## src/rtl/bus_rr_arbiter_if.sv

```systemverilog
// Bus arbitration interface: request/grant lines plus the shared
// begin/end transaction strobes and the watchdog revocation pulse.
interface bus_rr_arbiter_if #(
  parameter int NUM_REQ = 4
);
  localparam int ID_W = (NUM_REQ > 1) ? $clog2(NUM_REQ) : 1;

  logic [NUM_REQ-1:0] request;
  logic [NUM_REQ-1:0] grant;
  logic               grant_valid;
  logic [ID_W-1:0]    grant_id;
  logic               begin_transactionIN;
  logic               end_transactionIN;
  logic               timeout_pulse;

  // Bus-master side: raises requests and drives the transaction strobes.
  modport master (
    output request,
    output begin_transactionIN,
    output end_transactionIN,
    input  grant,
    input  grant_valid,
    input  grant_id,
    input  timeout_pulse
  );

  // Arbiter side: observes requests and strobes, drives the grant.
  modport slave (
    input  request,
    input  begin_transactionIN,
    input  end_transactionIN,
    output grant,
    output grant_valid,
    output grant_id,
    output timeout_pulse
  );
endinterface

```

## src/rtl/bus_rr_arbiter.sv

```systemverilog
// Round-robin bus arbiter. A one-hot grant is held for a whole bus
// transaction; start and active watchdogs revoke the grant from a hung
// master, and a one-cycle RELEASE state gives bus turnaround between owners.
module bus_rr_arbiter #(
  parameter int NUM_REQ        = 4,
  parameter int START_TIMEOUT  = 16,
  parameter int ACTIVE_TIMEOUT = 4096
) (
  input  logic             clock,
  input  logic             reset,
  bus_rr_arbiter_if.slave  bus
);

  localparam int ID_W      = (NUM_REQ > 1) ? $clog2(NUM_REQ) : 1;
  localparam int CNT_MAX   = (START_TIMEOUT > ACTIVE_TIMEOUT) ? START_TIMEOUT : ACTIVE_TIMEOUT;
  localparam int CNT_W     = (CNT_MAX > 0) ? $clog2(CNT_MAX + 1) : 1;
  localparam int ST_LAST   = (START_TIMEOUT > 0) ? START_TIMEOUT - 1 : 0;
  localparam int AT_LAST   = (ACTIVE_TIMEOUT > 0) ? ACTIVE_TIMEOUT - 1 : 0;

  typedef enum logic [1:0] {
    IDLE    = 2'd0,
    GRANTED = 2'd1,
    ACTIVE  = 2'd2,
    RELEASE = 2'd3
  } state_t;

  state_t             state_q, state_d;
  logic [NUM_REQ-1:0] grant_q, grant_d;
  logic [ID_W-1:0]    grant_id_q, grant_id_d;
  logic [ID_W-1:0]    last_winner_q, last_winner_d;
  logic [CNT_W-1:0]   cnt_q, cnt_d;
  logic               timeout_q, timeout_d;

  logic               found;
  logic [ID_W-1:0]    winner;
  logic [ID_W-1:0]    idx;
  logic               req_granted;
  logic               st_expired;
  logic               at_expired;

  // Watchdog counter increment that sticks at all-ones instead of wrapping.
  function automatic logic [CNT_W-1:0] sat_inc(input logic [CNT_W-1:0] v);
    return (v == {CNT_W{1'b1}}) ? v : v + CNT_W'(1);
  endfunction

  assign req_granted = bus.request[grant_id_q];
  assign st_expired  = (START_TIMEOUT != 0)  && (cnt_q == CNT_W'(ST_LAST));
  assign at_expired  = (ACTIVE_TIMEOUT != 0) && (cnt_q == CNT_W'(AT_LAST));

  // Round-robin search: first active request after the last winner, wrapping.
  always_comb begin
    found  = 1'b0;
    winner = '0;
    idx    = '0;
    for (int i = 1; i <= NUM_REQ; i++) begin
      idx = ID_W'((int'(last_winner_q) + i) % NUM_REQ);
      if (!found && bus.request[idx]) begin
        found  = 1'b1;
        winner = idx;
      end
    end
  end

  // State register and registered outputs; reset drops any grant immediately.
  always_ff @(posedge clock) begin
    if (reset) begin
      state_q       <= IDLE;
      grant_q       <= '0;
      grant_id_q    <= '0;
      last_winner_q <= ID_W'(NUM_REQ - 1);
      cnt_q         <= '0;
      timeout_q     <= 1'b0;
    end else begin
      state_q       <= state_d;
      grant_q       <= grant_d;
      grant_id_q    <= grant_id_d;
      last_winner_q <= last_winner_d;
      cnt_q         <= cnt_d;
      timeout_q     <= timeout_d;
    end
  end

  // Next-state logic; a watchdog-forced release also flags the timeout pulse.
  always_comb begin
    state_d   = state_q;
    timeout_d = 1'b0;
    case (state_q)
      IDLE: begin
        if (found) state_d = GRANTED;
      end
      GRANTED: begin
        if (bus.begin_transactionIN && bus.end_transactionIN) begin
          state_d = RELEASE;
        end else if (bus.begin_transactionIN) begin
          state_d = ACTIVE;
        end else if (!req_granted) begin
          state_d = RELEASE;
        end else if (st_expired) begin
          state_d   = RELEASE;
          timeout_d = 1'b1;
        end
      end
      ACTIVE: begin
        if (bus.end_transactionIN) begin
          state_d = RELEASE;
        end else if (at_expired) begin
          state_d   = RELEASE;
          timeout_d = 1'b1;
        end
      end
      RELEASE: state_d = IDLE;
      default: state_d = IDLE;
    endcase
  end

  // Next grant, id, winner and counter values, changing only on state entry.
  always_comb begin
    grant_d       = grant_q;
    grant_id_d    = grant_id_q;
    last_winner_d = last_winner_q;
    cnt_d         = cnt_q;
    if (state_q == IDLE && state_d == GRANTED) begin
      grant_d       = NUM_REQ'(1) << winner;
      grant_id_d    = winner;
      last_winner_d = winner;
      cnt_d         = '0;
    end else if (state_q == GRANTED && state_d == ACTIVE) begin
      cnt_d = '0;
    end else if (state_d == RELEASE || state_d == IDLE) begin
      grant_d = '0;
      cnt_d   = '0;
    end else begin
      cnt_d = sat_inc(cnt_q);
    end
  end

  assign bus.grant         = grant_q;
  assign bus.grant_valid   = |grant_q;
  assign bus.grant_id      = grant_id_q;
  assign bus.timeout_pulse = timeout_q;

endmodule

```

## src/flat_wrapper.sv

```systemverilog
// flat-port wrapper written by rule: the top's interface ports become plain ports
module bus_rr_arbiter_flat 
#(
  parameter int NUM_REQ        = 4,
  parameter int START_TIMEOUT  = 16,
  parameter int ACTIVE_TIMEOUT = 4096
)
  (clock, reset, bus_request, bus_begin_transactionIN, bus_end_transactionIN, bus_grant, bus_grant_valid, bus_grant_id, bus_timeout_pulse);
  bus_rr_arbiter_if #(.NUM_REQ(NUM_REQ)) bus_i ();
  input  logic clock;
  input  logic reset;
  input wire logic [$bits(bus_i.request)-1:0] bus_request;
  input wire logic [$bits(bus_i.begin_transactionIN)-1:0] bus_begin_transactionIN;
  input wire logic [$bits(bus_i.end_transactionIN)-1:0] bus_end_transactionIN;
  output wire logic [$bits(bus_i.grant)-1:0] bus_grant;
  output wire logic [$bits(bus_i.grant_valid)-1:0] bus_grant_valid;
  output wire logic [$bits(bus_i.grant_id)-1:0] bus_grant_id;
  output wire logic [$bits(bus_i.timeout_pulse)-1:0] bus_timeout_pulse;
  assign bus_i.request = bus_request;
  assign bus_i.begin_transactionIN = bus_begin_transactionIN;
  assign bus_i.end_transactionIN = bus_end_transactionIN;
  assign bus_grant = bus_i.grant;
  assign bus_grant_valid = bus_i.grant_valid;
  assign bus_grant_id = bus_i.grant_id;
  assign bus_timeout_pulse = bus_i.timeout_pulse;
  bus_rr_arbiter #(.NUM_REQ(NUM_REQ), .START_TIMEOUT(START_TIMEOUT), .ACTIVE_TIMEOUT(ACTIVE_TIMEOUT)) u_core (.clock(clock), .reset(reset), .bus(bus_i));
endmodule
```

## config.mk

```make
export PLATFORM = sky130hd
export DESIGN_NAME = bus_rr_arbiter_flat
export DESIGN_NICKNAME = d
export VERILOG_FILES = /design/src/rtl/bus_rr_arbiter_if.sv /design/src/rtl/bus_rr_arbiter.sv /design/src/flat_wrapper.sv
export SDC_FILE = /design/constraint.sdc
export NUM_CORES = 1
export LEC_CHECK = 0
export ABC_AREA = 1
export BUFFER_PORTS_ARGS = -buffer_cell sky130_fd_sc_hd__buf_2
export CAP_MARGIN = 20
export CORE_AREA = 4 4 74 76
export CTS_CLUSTER_SIZE = 10
export DETAILED_ROUTE_END_ITERATION = 10
export DIE_AREA = 0 0 78 80
export SYNTH_ARGS = -nofsm -noshare
export SYNTH_HDL_FRONTEND = slang
export SYNTH_SLANG_ARGS = --single-unit
```

## constraint.sdc

```tcl
create_clock -name clock -period 6.2 [get_ports clock]
set_input_delay 0.93 -clock clock [delete_from_list [all_inputs] [get_ports clock]]
set_output_delay 0.93 -clock clock [all_outputs]
set_load 0.03 [all_outputs]
```

==> metrics.yaml, run 1 <==
die:
  ios: 16
  initial_core_util_pct: 34.6
  fp.dieArea_um2: 6240
  die_w_um: 78
  coreArea_um2: 4720
  die_h_um: 80
  rows: 25
worst_setup_path:
  path_class: "in -> reg"
  critPathMaxFanout: 7
  startpoint_type: "input port"
  endpoint_kind: "register"
  cp.arrival_ns: 3.20
  critPathRequiredTime_ns: 6.42
yosys:
  synthXorXnorAreaFrac_pct: 1.61
  syn_nets: 260
  synth-seq-area-share_pct: 29.4
  synth_compound_area_share_pct: 11.5
  synthAdderAreaFrac_pct: 4.59
  syn_avg_cell_area_um2: 6.64
  synth_warnings: 0
  netlist_area_um2: 1630
  synth-seq-cells: 24
  muxShareOfSynthArea_pct: 0
  ys_types: 30
  synthSimpleGateAreaFrac_pct: 41.3
  syn_inst: 246
  synth_top_family_by_area: "simple AND/OR/NAND/NOR gates"
final_layout:
  area_delta_synth_final_pct: 11.9
  layout_commonest_cell: "nand2_1"
  layout_common_cells: "57 x nand2_1, 38 x inv_1, 26 x nor2_1"
  fillCellCount: 509
  drive_above_1_share_pct: 18.6
  n_antenna_cell: 0
  final_cells: 330
  stdcell_area_um2: 1830
  finish.utilization_pct: 38.7
  layout.nets: 278
run_status:
  outcome: "complete, no violations"
min_path:
  hold_class: "reg -> reg"
timing:
  fin_skew_ns: 0.00312
  setup_violations: 0
  tightest_slew_ns: 0.499
  hold_ws_ns: 0.481
  rsz0062_at_grt: "no"
  max_slew_margin_pct: 66.5
  finalHoldViolCount: 0
  min_period_ns: 2.98
  setup-tns-final_ns: 0
  fin_crit_sh_pct: 48.1
  max_freq_mhz: 335
  slew_violations: 0
power:
  max-vdd-ir-drop_v: 0.000123
  p_per_area_nw_per_um2: 435
  p_leak_nw: 0.854
route:
  drtIter0Drc: 58
  vias_per_cell: 4.60
  wl_per_cell_um: 10.3
  antenna_left: 0
  first_pass_iters: 4
  drcViolationCount: 0
  vias: 1519
  wirelength_um: 3400
cts:
  ctsHoldBuffers: 0
  h-tree-depth: 1
  cts_root_buf: "clkbuf_8"
  cts_tree: "built"
  cts_resized: 0
  worstSkewPairLatency_ns: 0.26
  clk_pin_slew_worst_paths_ns: 0.08
  cts_buffers: 3
  post_cts_buffers: 0
  cts_sinks: 24
  clk_path_buf_depth: 2
flow_run:
  cap_violations: 0
global_route:
  grt_pass1_wl_um: 5950
  antenna_found_initial: 0
  grt_max_degree: 14
  grt_pass1_vias: 1440
  grt_overflow: 0
  grt.total_usage_pct: 11.4
place:
  placed_cell_area_um2: 1770
  gp_congestion: 0.888
  placedCellCount: 326
  port_buffers: 15
  place_hpwl_um: 2760
==> routing by layer <==
layer	routed length, µm	track usage (%)
met3	137	1.69
met2	1570	19.9
met1	1670	14.6
met5	0	0
met4	24	3.15
==> cell type report <==
class                      count  area [µm²]  share of cell area, %
tap                           67        83.8                   4.58
multi-input combinational    176         965                   52.7
inverter                      44         170                   9.30
clock buffer                   4        55.1                   3.01
timing repair buffer          15        75.1                   4.10
sequential                    24         480                   26.3
==> path summary, 6_finish.rpt <==
kind	startpoint	endpoint	slack, ns	depth (start not counted)
setup / recovery	bus_request[3]	u_core.cnt_q[9]$_SDFFE_PP0P_	3.22	17
hold / removal	u_core.bus.grant[0]$_SDFFE_PP0P_	u_core.bus.grant[0]$_SDFFE_PP0P_	0.48	2
setup reg to reg	u_core.last_winner_q[0]$_SDFFE_PP1P_	u_core.cnt_q[9]$_SDFFE_PP0P_	3.40	17
hold reg to reg	u_core.bus.grant[0]$_SDFFE_PP0P_	u_core.bus.grant[0]$_SDFFE_PP0P_	0.48	2
==> power breakdown <==
part	internal (W)	switching, W	total (W)	leakage [nW]
sequential	0.000184	0.0000326	0.000217	0.195
clock	0.0000566	0.0000484	0.000105	0.0288
combinational	0.000158	0.000316	0.000473	0.630
total	0.000398	0.000397	0.000795	0.854
==> registers in the layout, indices dropped and copies added (netlist names) <==
| name | count |
|---|---|
| u_core.cnt_q | 13 |
| u_core.bus.grant | 4 |
| u_core.bus.grant_id | 2 |
| u_core.last_winner_q | 2 |
| u_core.state_q | 2 |
| u_core.bus.timeout_pulse | 1 |
==> logic make-up after synthesis <==
family          count (synthesis)
xor+xnor                        3
compound gates                 34
flops                          24
fa+ha+maj                       6
simple gates                  133
buf+inv                        46
==> synth_stat cells (all sizes together) <==
master   n  area, µm²
o21ai   11       55.1
buf      2       18.8
inv     44        170
nand4    5       31.3
o211a    1       10.0
ha       6       75.1
o31ai    1       7.51
nor4     2       27.5
o211ai   3       22.5
nor2    28        124
or4      1       7.51
nand3   12       70.1
nor3    11       65.1
xor2     2       17.5
dfxtp   24        480
a21oi   17       85.1
a21boi   1       7.51
xnor2    1       8.76
nand2   74        350
==> critical path: stages <==
cell     delay [ns]
buf_2          0.12
nand2_1        0.09
nand2_2        0.08
nand2_1        0.11
nand2_4        0.08
nor2_8         0.12
nand2_2        0.05
nor2_1         0.12
nand3_1        0.08
nand2_1        0.11
inv_1          0.05
ha_1           0.33
nor4_4         0.43
inv_1          0.21
a21oi_1        0.15
nand2_1        0.06
inv_1          0.05
==> through the flow <==
stage                     total power [W]  setup slack (ns)
after floorplan                  0.000607              3.35
after global placement           0.000695              2.99
after detailed placement         0.000699              2.92
after CTS                        0.000805              3.21
after global routing             0.000872              2.94
final                            0.000795              3.22
Note: power is estimated with default switching activity, not from simulation.
==> inputs of run 2 (changes only) <==
clock period = 3 ns   (was 6.2 ns; I/O delays follow)
==> metrics.yaml, run 2 (synthesized netlist as in run 1, its figures left out) <==
timing:
  rsz0062_at_grt: "no"
  max_freq_mhz: 380
  tightest_slew_ns: 0.433  # -0.0652 ns
  finalHoldViolCount: 0  # unchanged
  max_slew_margin_pct: 70.9  # +4.4 points
  slew_violations: 0  # unchanged
  setup_violations: 0  # unchanged
  setup-tns-final_ns: 0  # unchanged
  min_period_ns: 2.63
  fin_skew_ns: 0.00194  # -0.00118 ns
  fin_crit_sh_pct: 87.7
worst_setup_path:
  cp-startpoint: "u_core.cnt_q[1]$_SDFFE_PP0P_"
  startpoint_type: "register"
  cpPeakStageDelay_ns: 0.37  # -0.06 ns
  critPathCapture: "u_core.cnt_q[9]$_SDFFE_PP0P_"
  endpoint_kind: "register"
  critPathRequiredTime_ns: 3.21  # -3.21 ns
  path_class: "reg -> reg"
  reg2reg_from: "u_core.cnt_q[1]$_SDFFE_PP0P_"
  worst_path_max_delay_cell: "dfxtp_1"
  path_depth: 14  # -3
  cp.arrival_ns: 2.84  # -0.36 ns
  r2r_end: "u_core.cnt_q[9]$_SDFFE_PP0P_"
  crit_buf_inv: 3  # -1
  crit_chain: "ha_1 -> nand2_1 -> inv_1 -> nand2_1 -> nor3_1 -> nor3_1 -> o21ai_1 -> nand2_2 -> ha_1 -> nor4_4 -> inv_1 -> a21oi_1 -> nand2_1 -> inv_1"
  worst_r2r_path_depth: 14  # -3
  cp_top_family: "simple AND/OR/NAND/NOR gates"
  critPathMaxFanout: 7  # unchanged
  reg2reg_slack_ns: 0.37  # -3.03 ns
die:
  rows: 25  # unchanged
  coreArea_um2: 4720  # unchanged
  die_w_um: 78  # unchanged
  fp.dieArea_um2: 6240  # unchanged
  die_h_um: 80  # unchanged
  ios: 16  # unchanged
  initial_core_util_pct: 34.6  # unchanged
final_layout:
  n_antenna_cell: 0  # unchanged
  top_register: "u_core.cnt_q"
  layout.nets: 279  # +0.36%
  multi_input_area_um2: 965  # unchanged
  largest_reg_flops: 13  # unchanged
  layout_common_cells: "57 x nand2_1, 38 x inv_1, 26 x nor2_1"
  fillCellCount: 507  # -0.39%
  layout_commonest_cell: "nand2_1"
  area_delta_synth_final_pct: 11.6
  final_cells: 330  # unchanged
  drive_above_1_share_pct: 19.0  # +0.38 points
  ff_latch_area_um2: 482  # +0.26%
power:
  max-vdd-ir-drop_v: 0.000282  # +130%
  p_per_area_nw_per_um2: 895  # +110%
  p_leak_nw: 0.852  # -0.27%
route:
  wirelength_um: 3330  # -2.2%
  vias_per_cell: 4.53  # -1.6%
  drcViolationCount: 0  # unchanged
  vias: 1495  # -1.6%
  wl_per_cell_um: 10.1  # -2.2%
  antenna_left: 0  # unchanged
  first_pass_iters: 4  # unchanged
  drtIter0Drc: 51  # -12%
global_route:
  grt.total_usage_pct: 11.5  # +0.11 points
  antenna_found_initial: 0  # unchanged
  grt_overflow: 0  # unchanged
  grt_max_degree: 13  # -1
  grt_pass1_vias: 1415  # -1.7%
  grt_pass1_wl_um: 6030  # +1.3%
place:
  placedCellCount: 327  # +0.31%
  port_buffers: 15  # unchanged
  place_hpwl_um: 2760  # about the same
  gp_congestion: 0.875  # -1.5%
cts:
  cts_root_buf: "clkbuf_8"
  cts_buffers: 3  # unchanged
  h-tree-depth: 1  # unchanged
  worstSkewPairLatency_ns: 0.25  # about the same
  cts_sinks: 24  # unchanged
  clk_path_buf_depth: 2  # unchanged
  cts_tree: "built"
  clk_pin_slew_worst_paths_ns: 0.08  # about the same
min_path:
  hold_class: "reg -> reg"
flow_run:
  cap_violations: 0  # unchanged
run_status:
  outcome: "complete, no violations"
[run 2: cell types whose count changed in the layout (fill, tap and decap cells not counted)]
| cell | change |
|---|---|
| buf_4 | +1 |
| clkbuf_8 | -1 |
| dfxtp_1 | -1 |
| dfxtp_2 | +1 |
[run 2: how the worst min path moves through the flow]
stage                            startpoint                            to  cells after the start
2_1_floorplan  u_core.cnt_q[6]$_SDFFE_PP0P_  u_core.cnt_q[6]$_SDFFE_PP0P_                      1
3_3_place_gp   u_core.cnt_q[0]$_SDFFE_PP0P_  u_core.cnt_q[0]$_SDFFE_PP0P_                      2
3_5_place_dp   u_core.cnt_q[0]$_SDFFE_PP0P_  u_core.cnt_q[0]$_SDFFE_PP0P_                      2
4_1_cts        u_core.cnt_q[0]$_SDFFE_PP0P_  u_core.cnt_q[0]$_SDFFE_PP0P_                      2
5_1_grt                               reset  u_core.state_q[1]$_SDFF_PP0_                      2
6_report       u_core.cnt_q[0]$_SDFFE_PP0P_  u_core.cnt_q[0]$_SDFFE_PP0P_                      2
[run 2: where the power goes]
group | internal, W | leakage, nW | switching, W
registers | 0.000381 | 0.195 | 0.0000653
logic | 0.000343 | 0.636 | 0.000662
clock network | 0.0000894 | 0.0216 | 0.0000913
total | 0.000814 | 0.852 | 0.000818
[run 2: what timing repair did]
| item | 4_1_cts | 5_1_grt |
|---|---|---|
| setup endpoints to repair | 0 | 1 |
| hold buffers | 0 | 0 |
| buffers inserted | 0 | 0 |
| hold endpoints to repair | 0 | 0 |
| resized for setup | 0 | 1 |
[run 2: tightest hold or removal path, stage by stage (launching register included)]
cell and delay (ns):
dfxtp_1 0.33, nand2_1 0.06, a21oi_1 0.05
[run 2: per-stage QoR]
stage	area [µm²]	hold WS [ns]	worst slack, ns	util, %	total power, W
after floorplan	1630	0.456	0.618	-	0.00125
after global placement	1780	0.475	0.327	37.7	0.00146
after detailed placement	1780	0.478	0.284	37.7	0.00147
after CTS	1820	0.490	0.259	38.6	0.00166
after global routing	1820	0.515	0.0254	38.6	0.00182
final	1820	0.488	0.368	38.6	0.00163
[run 2: layout make-up]
class                      count  share of cell area [%]
multi-input combinational    176                    52.9
sequential                    24                    26.4
inverter                      44                    9.33
tap                           67                    4.60
timing repair buffer          16                    4.53
clock buffer                   3                    2.26
[run 2: metal layers]
layer  track usage, %  wire length, µm
met1             15.0             1710
met5                0                0
met3             1.92              114
met2             20.0             1480
met4             2.10               20
==> inputs of run 3 (changes only) <==
CORE_AREA = 2 2 72 74   (was 4 4 74 76)
DIE_AREA = 0 0 74 76   (was 0 0 78 80)
==> metrics.yaml, run 3 (synthesized netlist as in run 1, its figures left out) <==
route:
  vias: 1513  # +1.2%
  first_pass_iters: 4  # unchanged
  drcViolationCount: 0  # unchanged
  wl_per_cell_um: 9.99  # -1.0%
  vias_per_cell: 4.53  # about the same
  wirelength_um: 3340  # +0.18%
  antenna_left: 0  # unchanged
  drtIter0Drc: 45  # -12%
timing:
  final.setup.worst_slack_ns: 0.423  # +0.0547 ns
  fin_skew_ns: 0.00864  # +0.00670 ns
  tightest_slew_ns: 0.415  # -0.0182 ns
  max_slew_margin_pct: 72.1  # +1.2 points
  setup-tns-final_ns: 0  # unchanged
  min_period_ns: 2.58  # -0.0547 ns
  max_freq_mhz: 388  # +2.1%
  slew_violations: 0  # unchanged
  fin_crit_sh_pct: 85.9  # -1.8 points
  setup_violations: 0  # unchanged
  rsz0062_at_grt: "no"
  hold_ws_ns: 0.481  # -0.00704 ns
  finalHoldViolCount: 0  # unchanged
worst_setup_path:
  cp_top_family: "simple AND/OR/NAND/NOR gates"
  crit_chain: "inv_6 -> nand2_4 -> nand2_2 -> nand2_1 -> nand2_4 -> nor2_8 -> nand2_2 -> nor2_1 -> nand3_1 -> nand2_1 -> inv_1 -> ha_1 -> nor4_4 -> inv_1 -> a21oi_1 -> nand2_1 -> inv_1"
  cpPeakStageDelay_ns: 0.45  # +0.08 ns
  worst_path_max_delay_cell: "dfxtp_2"
  cp.arrival_ns: 2.78  # -0.06 ns
  endpoint_kind: "register"
  path_class: "reg -> reg"
  crit_buf_inv: 4  # +1
  critPathRequiredTime_ns: 3.21  # about the same
  critPathMaxFanout: 10  # +3
  startpoint_type: "register"
final_layout:
  top_register: "u_core.cnt_q"
  ff_latch_area_um2: 482  # unchanged
  fillCellCount: 523  # +3.2%
  multi_input_area_um2: 970  # +0.52%
  layout_common_cells: "57 x nand2_1, 38 x inv_1, 26 x nor2_1"
  layout.nets: 280  # +0.36%
  finish.utilization_pct: 37.5  # -1.2 points
  drive_above_1_share_pct: 19.7  # +0.69 points
  area_delta_synth_final_pct: 12.6
  largest_reg_flops: 13  # unchanged
  n_antenna_cell: 0  # unchanged
  layout_commonest_cell: "nand2_1"
cts:
  clk_pin_slew_worst_paths_ns: 0.08  # about the same
  cts_buffers: 3  # unchanged
  h-tree-depth: 1  # unchanged
  cts_sinks: 24  # unchanged
  cts_tree: "built"
  cts_root_buf: "clkbuf_8"
  clk_path_buf_depth: 2  # unchanged
  worstSkewPairLatency_ns: 0.26  # about the same
power:
  p_per_area_nw_per_um2: 884  # -1.1%
  total_power_w: 0.00163  # -0.26%
  p_leak_nw: 0.857  # +0.65%
  max-vdd-ir-drop_v: 0.000293  # +3.9%
global_route:
  antenna_found_initial: 0  # unchanged
  grt_max_degree: 13  # unchanged
  grt_pass1_vias: 1407  # -0.57%
  grt.total_usage_pct: 12.8  # +1.3 points
  grt_overflow: 0  # unchanged
  grt_pass1_wl_um: 5920  # -1.8%
die:
  die_w_um: 74  # -5.1%
  coreArea_um2: 4910  # +4.0%
  rows: 26  # +4.0%
  die_h_um: 76  # -5.0%
  initial_core_util_pct: 33.3  # -1.3 points
  fp.dieArea_um2: 5620  # -9.9%
  ios: 16  # unchanged
flow_run:
  cap_violations: 0  # unchanged
min_path:
  hold_class: "reg -> reg"
place:
  place_hpwl_um: 2780  # +0.69%
  port_buffers: 15  # unchanged
  gp_congestion: 0.848  # -3.1%
  place_ws_ns: 0.270  # -0.0136 ns
run_status:
  outcome: "complete, no violations"
## run 3: path summary, 6_finish.rpt
check	to	cells past startpoint	startpoint	slack, ns
setup / recovery	u_core.cnt_q[9]$_SDFFE_PP0P_	17	u_core.last_winner_q[0]$_SDFFE_PP1P_	0.42
hold reg to reg	u_core.cnt_q[12]$_SDFFE_PP0P_	2	u_core.cnt_q[12]$_SDFFE_PP0P_	0.48
hold / removal	u_core.cnt_q[12]$_SDFFE_PP0P_	2	u_core.cnt_q[12]$_SDFFE_PP0P_	0.48
setup reg to reg	u_core.cnt_q[9]$_SDFFE_PP0P_	17	u_core.last_winner_q[0]$_SDFFE_PP1P_	0.42
## run 3: repair_timing
item	4_1_cts	5_1_grt
endpoints found under the setup margin	0	1
resized for setup	0	2
buffers inserted	0	0
hold buffers	0	0
## run 3: stage by stage
stage	cells	area [µm²]
final	334	1840
after global routing	334	1840
after CTS	334	1830
after detailed placement	331	1790
after global placement	331	1790
after floorplan	246	1630
## run 3: layout make-up
cell class	count	share of cell area (%)
Tap cell	70	4.76
Sequential cell	24	26.2
Inverter	44	9.25
Timing Repair Buffer	17	4.89
Multi-Input combinational cell	176	52.7
Clock buffer	3	2.24
## run 3: tightest hold or removal path, cell delays in order, from the launching register on
cell,delay (ns)
dfxtp_1,0.32
inv_1,0.07
a21oi_1,0.06
## run 3: metal layers
layer / global-route usage, % / up-vias / part of all wire, %
li1: - / 817 / -
met1: 17.0 / 671 / 49
met2: 21.2 / 19 / 48
met3: 1.59 / 6 / 2.3
met4: 3.82 / 0 / 1.4
met5: 0 / - / 0
## run 3: power by group
group,total [W],switching [W],leakage [nW],internal (W)
Combinational,0.000995,0.000652,0.641,0.000343
Sequential,0.000447,0.0000660,0.195,0.000381
Clock,0.000185,0.0000958,0.0216,0.0000896
